### config.mk
export PLATFORM = sky130hd
export DESIGN_NAME = mem_port_arbiter
export DESIGN_NICKNAME = d
export VERILOG_FILES = /design/src/rtl/mem_port_arbiter.sv
export SDC_FILE = /design/constraint.sdc
export NUM_CORES = 1
export LEC_CHECK = 0
export BUFFER_PORTS_ARGS = -buffer_cell sky130_fd_sc_hd__buf_2
export CAP_MARGIN = 10
export CORE_AREA = 2 2 107 109
export CTS_CLUSTER_DIAMETER = 200
export DETAILED_ROUTE_END_ITERATION = 7
export DIE_AREA = 0 0 109 111
export PLACE_DENSITY = 0.72
export SLEW_MARGIN = 20
export SYNTH_ARGS = -nofsm -noshare
export SYNTH_HDL_FRONTEND = slang
export SYNTH_SLANG_ARGS = --single-unit
export TNS_END_PERCENT = 100
### constraint.sdc
create_clock -name clk -period 3.3 [get_ports clk]
set_input_delay 0.99 -clock clk [delete_from_list [all_inputs] [get_ports clk]]
set_output_delay 0.99 -clock clk [all_outputs]
set_load 0.02 [all_outputs]
### src/rtl/mem_port_arbiter.sv
// ---------------------------------------------------------------------------
// mem_port_arbiter
//
// Shares one single-ported SRAM between the instruction-fetch requester
// (IF stage) and the data requester (MEM stage).  One requester owns the SRAM
// at a time.  The grant is held until the SRAM acknowledges with mem_ready,
// or until a watchdog gives up on it.  Read data comes back through
// registered response ports, framed by a one-cycle done pulse.  When both
// requesters contend, the grant alternates between them (round robin).
//
// Ports
//   clk, rst            pipeline clock; asynchronous active-high reset
//   inst_req/addr       IF read request, held until inst_done
//   inst_done/rdata     one-cycle completion pulse plus registered word
//   data_req/wen/addr/wdata
//                       MEM request (wen == 4'b0000 means read), held
//                       until data_done
//   data_done/rdata     one-cycle completion pulse plus registered load data
//   mem_en/wen/addr/wdata
//                       SRAM request, driven only while a grant is active
//   mem_rdata/ready     SRAM read data and the one-cycle acknowledge
//   stallreq_if/mem     per-stage hold requests to the stall controller
//   bus_err             sticky flag: a transaction was ended by the watchdog
//
// Parameter
//   TIMEOUT             the maximum number of cycles a grant waits for
//                       mem_ready before the watchdog ends it (>= 2)
// ---------------------------------------------------------------------------
module mem_port_arbiter #(
  parameter int TIMEOUT = 64
) (
  input  logic        clk,
  input  logic        rst,
  input  logic        inst_req,
  input  logic [31:0] inst_addr,
  output logic        inst_done,
  output logic [31:0] inst_rdata,
  input  logic        data_req,
  input  logic [3:0]  data_wen,
  input  logic [31:0] data_addr,
  input  logic [31:0] data_wdata,
  output logic        data_done,
  output logic [31:0] data_rdata,
  output logic        mem_en,
  output logic [3:0]  mem_wen,
  output logic [31:0] mem_addr,
  output logic [31:0] mem_wdata,
  input  logic [31:0] mem_rdata,
  input  logic        mem_ready,
  output logic        stallreq_if,
  output logic        stallreq_mem,
  output logic        bus_err
);

  localparam int CNT_W = $clog2(TIMEOUT);
  // The watchdog fires on the grant cycle where the counter holds this value.
  localparam logic [CNT_W-1:0] CNT_LAST = CNT_W'(TIMEOUT - 1);
  localparam logic [CNT_W-1:0] CNT_ONE  = CNT_W'(1);
  localparam logic [CNT_W-1:0] CNT_ZERO = CNT_W'(0);

  typedef enum logic [1:0] {
    ST_IDLE     = 2'd0,
    ST_GNT_INST = 2'd1,
    ST_GNT_DATA = 2'd2
  } state_t;

  typedef enum logic {
    LG_INST = 1'b0,
    LG_DATA = 1'b1
  } grant_t;

  state_t            state_r;
  state_t            state_s;
  grant_t            last_grant_r;
  grant_t            last_grant_s;
  logic [CNT_W-1:0]  wd_cnt_r;
  logic [CNT_W-1:0]  wd_cnt_s;

  logic              inst_done_r;
  logic              data_done_r;
  logic [31:0]       inst_rdata_r;
  logic [31:0]       data_rdata_r;
  logic              bus_err_r;

  logic              inst_elig_s;
  logic              data_elig_s;
  logic              in_gnt_s;
  logic              wd_expire_s;
  logic              finish_s;
  logic [31:0]       cap_rdata_s;

  logic              mem_en_s;
  logic [3:0]        mem_wen_s;
  logic [31:0]       mem_addr_s;
  logic [31:0]       mem_wdata_s;

  // A requester is not eligible in the cycle in which its done pulse is
  // visible.  It may still hold req with the next request, and this rule
  // stops that request from being mistaken for the one just completed.
  assign inst_elig_s = inst_req & ~inst_done_r;
  assign data_elig_s = data_req & ~data_done_r;

  assign in_gnt_s    = (state_r == ST_GNT_INST) || (state_r == ST_GNT_DATA);
  // If mem_ready arrives on the last allowed cycle, the transaction ends
  // normally and the watchdog does not fire.
  assign wd_expire_s = in_gnt_s & ~mem_ready & (wd_cnt_r == CNT_LAST);
  assign finish_s    = in_gnt_s & (mem_ready | wd_expire_s);
  // Writes, and transactions ended by the watchdog, return zero data.
  assign cap_rdata_s = (mem_ready && (mem_wen_s == 4'b0000)) ? mem_rdata : 32'h0000_0000;

  // Next-state, round-robin arbitration and watchdog counter update
  always_comb begin
    state_s      = state_r;
    last_grant_s = last_grant_r;
    wd_cnt_s     = wd_cnt_r;
    case (state_r)
      ST_IDLE: begin
        wd_cnt_s = CNT_ZERO;
        if (inst_elig_s && data_elig_s) begin
          // Contention: the side that did not win last time gets the grant.
          if (last_grant_r == LG_INST) begin
            state_s      = ST_GNT_DATA;
            last_grant_s = LG_DATA;
          end else begin
            state_s      = ST_GNT_INST;
            last_grant_s = LG_INST;
          end
        end else if (inst_elig_s) begin
          state_s      = ST_GNT_INST;
          last_grant_s = LG_INST;
        end else if (data_elig_s) begin
          state_s      = ST_GNT_DATA;
          last_grant_s = LG_DATA;
        end else begin
          state_s = ST_IDLE;
        end
      end
      ST_GNT_INST, ST_GNT_DATA: begin
        if (finish_s) begin
          state_s  = ST_IDLE;
          wd_cnt_s = CNT_ZERO;
        end else begin
          wd_cnt_s = wd_cnt_r + CNT_ONE;
        end
      end
      default: begin
        state_s      = ST_IDLE;
        last_grant_s = LG_INST;
        wd_cnt_s     = CNT_ZERO;
      end
    endcase
  end

  // State, last-grant and watchdog registers
  always_ff @(posedge clk or posedge rst) begin
    if (rst) begin
      state_r      <= ST_IDLE;
      last_grant_r <= LG_INST;
      wd_cnt_r     <= CNT_ZERO;
    end else begin
      state_r      <= state_s;
      last_grant_r <= last_grant_s;
      wd_cnt_r     <= wd_cnt_s;
    end
  end

  // SRAM bus decode: the owning requester's fields while granted, zero otherwise
  always_comb begin
    mem_en_s    = 1'b0;
    mem_wen_s   = 4'b0000;
    mem_addr_s  = 32'h0000_0000;
    mem_wdata_s = 32'h0000_0000;
    case (state_r)
      ST_GNT_INST: begin
        mem_en_s   = 1'b1;
        mem_addr_s = inst_addr;
      end
      ST_GNT_DATA: begin
        mem_en_s    = 1'b1;
        mem_wen_s   = data_wen;
        mem_addr_s  = data_addr;
        mem_wdata_s = data_wdata;
      end
      default: begin
        mem_en_s = 1'b0;
      end
    endcase
  end

  // Completion pulses, response data capture and the sticky bus error
  always_ff @(posedge clk or posedge rst) begin
    if (rst) begin
      inst_done_r  <= 1'b0;
      data_done_r  <= 1'b0;
      inst_rdata_r <= 32'h0000_0000;
      data_rdata_r <= 32'h0000_0000;
      bus_err_r    <= 1'b0;
    end else begin
      inst_done_r <= finish_s && (state_r == ST_GNT_INST);
      data_done_r <= finish_s && (state_r == ST_GNT_DATA);
      if (finish_s && (state_r == ST_GNT_INST)) begin
        inst_rdata_r <= cap_rdata_s;
      end
      if (finish_s && (state_r == ST_GNT_DATA)) begin
        data_rdata_r <= cap_rdata_s;
      end
      if (wd_expire_s) begin
        bus_err_r <= 1'b1;
      end
    end
  end

  assign mem_en       = mem_en_s;
  assign mem_wen      = mem_wen_s;
  assign mem_addr     = mem_addr_s;
  assign mem_wdata    = mem_wdata_s;

  assign inst_done    = inst_done_r;
  assign data_done    = data_done_r;
  assign inst_rdata   = inst_rdata_r;
  assign data_rdata   = data_rdata_r;
  assign bus_err      = bus_err_r;

  // The stall controller needs the hold request in the same cycle as req.
  assign stallreq_if  = inst_req & ~inst_done_r;
  assign stallreq_mem = data_req & ~data_done_r;

endmodule
Word-level counts from Yosys, hierarchy flattened. Index checks and enable logic that the tools add are counted.

Add/subtract/negate cells: 1. Eq/ne operators: 5. Muxes and demuxes: 18. Bitwise gates (word level): 10. Reduce and logical (&&, ||, !) cells: 9.

Operators by type and width (count): $mux W32 (2); $pmux W32 S2 (1); $mux W6 (2); $mux W2 (5); $add A6 B1 Y6 const B (1); $eq A6 B6 Y1 const B (1); $and A1 B1 Y1 (5); $mux W1 (5); $logic_and A1 B1 Y1 (4); $logic_not A4 Y1 (1); $mux W4 (1); $ne A4 B4 Y1 const B (1); $not A1 Y1 (4); $pmux W2 S2 (1); $eq A2 B1 Y1 const B (1); $eq A2 B2 Y1 const B (1); $logic_not A2 Y1 (1); $ne A2 B1 Y1 const B (1); $pmux W1 S2 (1); $reduce_and A2 Y1 (1); $reduce_or A2 Y1 (1); $logic_or A1 B1 Y1 (1); $or A1 B1 Y1 (1).

Bits in registers: 76. Output and inout port bits: 138. Logic and storage cells: 51.

Depth between registers and ports, before layout.
Depth after elaboration: 8. Gate-level depth with buffers: 7.

Least setup slack after synthesis. OpenSTA, ideal clock, no wires.

Path kind: register to output. From: reg state_r[0]. To: out mem_addr[0]. Arrival time: 1.587 ns. Slack: 0.723 ns. Cell stages (with the launch flop): 6. Path buffers: 2. Cell sequence: dfrtp_1 inv_1 ha_1 buf_2 clkbuf_1 nor2b_1.

Word-level cells in the longest chain between the ends: 2.

Ends and longest elaborated chain: start, declared (line 72) `state_t state_r;`; start signal, assigned (line 161) `state_r <= state_s;`; $eq A2 B2 Y1 or $eq A2 B1 Y1 (tied branches) (line 173) `case (state_r)`; $pmux W32 S2 (*) (line 173); end, declared (line 46) `output logic [31:0] mem_addr,`.

Every way passes the cells marked *; elsewhere a longest branch is shown, timed or not.

Final worst setup path.
From: reg state_r[0]. To: out mem_addr[5].

The elaborated chain is that of the path after synthesis.

==> results_dict.tcl <==
set metrics [dict create \
    worst_slew_margin_rel_pct 53.7 \
    critical_path_peak_fanout 39 \
    worst_path_dominant_cell_family "buffers and inverters" \
    worst-path-buf-inv 3 \
    fin_ws_ns 0.154 \
    worstPathCellList "inv_1 > ha_2 > buf_4 > a22oi_1 > nor2b_1 > buf_2" \
    all_layer_global_routing_usage_pct 25.3 \
    grt_start_max_net_pins 65 \
    leakage_nw 3.10 \
    buffer_ports.inserted 274 \
    synth_top_cells_by_area "sky130_fd_sc_hd__dfrtp_1 (49%), sky130_fd_sc_hd__o22ai_1 (8.8%), sky130_fd_sc_hd__nand2_1 (8.7%)" \
    final-seq-area_um2 1900 \
    setup_tns_after_final_layout_ns 0 \
    fin_total_pwr_mw 5.31 \
    insertedDiodeCount 0 \
    yosys_warnings 0 \
    grt_pass1_vias 4270 \
    netlist.top_cell.by_area "sky130_fd_sc_hd__dfrtp_1" \
    syn-instance-count 427 \
    postLayoutCoreUtil_pct 51.4 \
    crit_path_max_incr_delay_ns 0.45 \
    cts.path.max_buffers 2 \
    fin_cells 832 \
    synth_top_area_share_pct 48.9 \
    final_setup_violations 0 \
    hold_slack_ns 0.473 \
    gp_congestion 0.937 \
    detailedPlace.worstSlack_ns 0.518 \
    syn-cell-area_um2 3890 \
    critPathArrivalTime_ns 2.16 \
    worstSetupPathType "flop to output port" \
    final.setup_skew_ns 0.00681 \
    dr_total_vias 4319 \
    irDropWorstVdd_v 0.000553 \
    r2r_path_start "state_r[1]" \
    initial_antenna_violation_count 0 \
    synthDistinctLibCells 38 \
    holdCritStartpoint "bus_err" \
    post_dp_cell_area_um2 5360 \
    areaGrowthSynthToFinish_pct 46.4 \
    grt_first_pass_wirelength_um 23100 \
    slew_violations 0 \
    clockRootBuffer "sky130_fd_sc_hd__clkbuf_16" \
    dieArea_um2 12100 \
    synth.net_count 568 \
    fp-row-count 39 \
    initial_core_util_pct 35.1 \
    final_min_period_over_clock_period_pct 95.3 \
    end_kind "output port" \
    synth_edf_count 0 \
    cts.sink_count 76 \
    worst_pin_slew_ns 0.694 \
    drive_above_1_share_pct 45.0 \
    cpMaxStageDelayCell "sky130_fd_sc_hd__ha_2" \
    multiInputGateArea_um2 1800 \
    cts_repair_resize_count 0 \
    cts_tree "done" \
    avgViaCountPerCell 5.19 \
    tritoncts_buffer_count 9 \
    die_width_um 109 \
    power_density_nw_per_um2 933 \
    die_h_um 111 \
    crit_path_start "state_r[0]" \
    hold_class "flop to flop" \
    timing.critical_path.from_type "flop" \
    drtAntennaViolNets 0 \
    final_hold_viol_count 0 \
    nFillCells 1062 \
    drc_errors 0 \
    max_clock_freq_ghz 0.318 \
    syn_area_per_cell_um2 9.11 \
    final_nets 825 \
    cts_hold_repair.buffers 0 \
    drt_pass1_iterations 8 \
    timing.final.crit_period_ns 3.15 \
    proportion_of_synthesized_chip_area_in_sequential_cells_pct 48.9 \
    async_reset_ff_share_pct 100 \
    cts_max_level 3 \
    finish.instance_area_um2 5690 \
    yosys_register_bits 76 \
    maxCapViolCount 0 \
    core_area_um2 11100 \
    cts_setup_buffers 0 \
    overflow 0 \
    path_clk_slew_ns 0.06 \
    dpl.cell_count 816 \
    synthFlopType "sky130_fd_sc_hd__dfrtp_1" \
    dpl.hpwl_um 11900 \
    initialDrtViolationCount 418 \
    floorplan.io_pins 275 \
    detail_route.wl_per_cell_um 18.7 \
    run_status "finished, final reports clean" \
    route.final.wire_length_um 15600 \
    clock_insertion_delay_worst_skew_ns 0.34 \
    unrepaired_setup_endpoints_after_global_routing "false" \
    critical_path_required_ns 2.31 \
]
[registers in the layout, summed over array words and instances (netlist names)]
register and flops:
bus_err 1, data_done 1, data_rdata 32, inst_done 1
inst_rdata 32, last_grant_r 1, state_r 2, wd_cnt_r 6
[Yosys cell counts (4+ instances only)]
cell type / number
sky130_fd_sc_hd__dfrtp_1: 76
sky130_fd_sc_hd__o211ai_1: 9
sky130_fd_sc_hd__inv_1: 7
sky130_fd_sc_hd__nand3_1: 6
sky130_fd_sc_hd__nor2_1: 8
sky130_fd_sc_hd__ha_1: 4
sky130_fd_sc_hd__o21ai_1: 7
sky130_fd_sc_hd__nand2_1: 90
sky130_fd_sc_hd__a22oi_1: 32
sky130_fd_sc_hd__o22ai_1: 55
sky130_fd_sc_hd__buf_2: 11
sky130_fd_sc_hd__nor2b_1: 33
sky130_fd_sc_hd__clkbuf_1: 22
sky130_fd_sc_hd__and2_1: 35
[worst register-to-register path: cells and delay by family, from the launching register on]
family	cells	cell delay (ns)
AO/OA/AOI/OAI	1	0.17
adder cells (fa/ha/maj)	1	0.49
buffers and inverters	3	0.76
flip-flops	1	0.36
AND/OR/NAND/NOR	2	0.83
[power breakdown]
part / leakage, nW / switching, mW / internal (mW)
clock network: 0.160 / 0.393 / 0.689
logic: 1.96 / 1.79 / 0.979
registers: 0.983 / 0.191 / 1.27
[cells in the final DEF (no fill, tap or decap), types with 3 or more instances in the layout]
master	count
sky130_fd_sc_hd__buf_2	274
sky130_fd_sc_hd__nand2_1	90
sky130_fd_sc_hd__dfrtp_1	76
sky130_fd_sc_hd__o22ai_1	55
sky130_fd_sc_hd__and2_1	35
sky130_fd_sc_hd__nor2b_1	33
sky130_fd_sc_hd__a22oi_1	32
sky130_fd_sc_hd__o211ai_1	9
sky130_fd_sc_hd__clkbuf_16	9
sky130_fd_sc_hd__buf_4	9
sky130_fd_sc_hd__o21ai_1	7
sky130_fd_sc_hd__inv_1	6
sky130_fd_sc_hd__nor2_1	6
sky130_fd_sc_hd__nand3_1	4
sky130_fd_sc_hd__nand3_2	3
sky130_fd_sc_hd__o21ai_0	3
sky130_fd_sc_hd__a21oi_1	3
sky130_fd_sc_hd__ha_1	3
[cells by family after synthesis]
logic type / after synthesis / share of synthesized area, %
AO/OA/AOI/OAI: 117 / 20.6
XOR/XNOR: 3 / 0.676
adder cells (fa/ha/maj): 4 / 1.29
buffers and inverters: 45 / 5.40
flip-flops: 76 / 48.9
multiplexers: 2 / 0.547
AND/OR/NAND/NOR: 180 / 22.6
[worst paths after layout]
| kind | end | slack [ns] | depth (start not counted) |
|---|---|---|---|
| max | mem_addr[5] | 0.15 | 6 |
| min | bus_err | 0.47 | 2 |
| max reg2reg | inst_rdata[1] | 0.56 | 7 |
| min reg2reg | bus_err | 0.47 | 2 |
| max in group asynchronous | state_r[0] | 1.84 | 3 |
| min in group asynchronous | data_rdata[4] | 0.76 | 2 |
[metal layers]
metal	GRT usage (%)	vias up	part of all wire [%]
li1	-	2002	-
met1	33.4	2047	40
met3	7.05	29	10
met4	11.2	0	3.2
met2	38.5	241	47
met5	0	-	0
[final cells by class]
type,count,share of cell area [%]
clock inverter,6,1.65
sequential,76,33.4
inverter,7,0.461
clock buffer,10,4.20
tap,143,3.14
multi-input combinational,306,31.5
timing repair buffer,284,25.6
(Power assumes the default switching activity.)
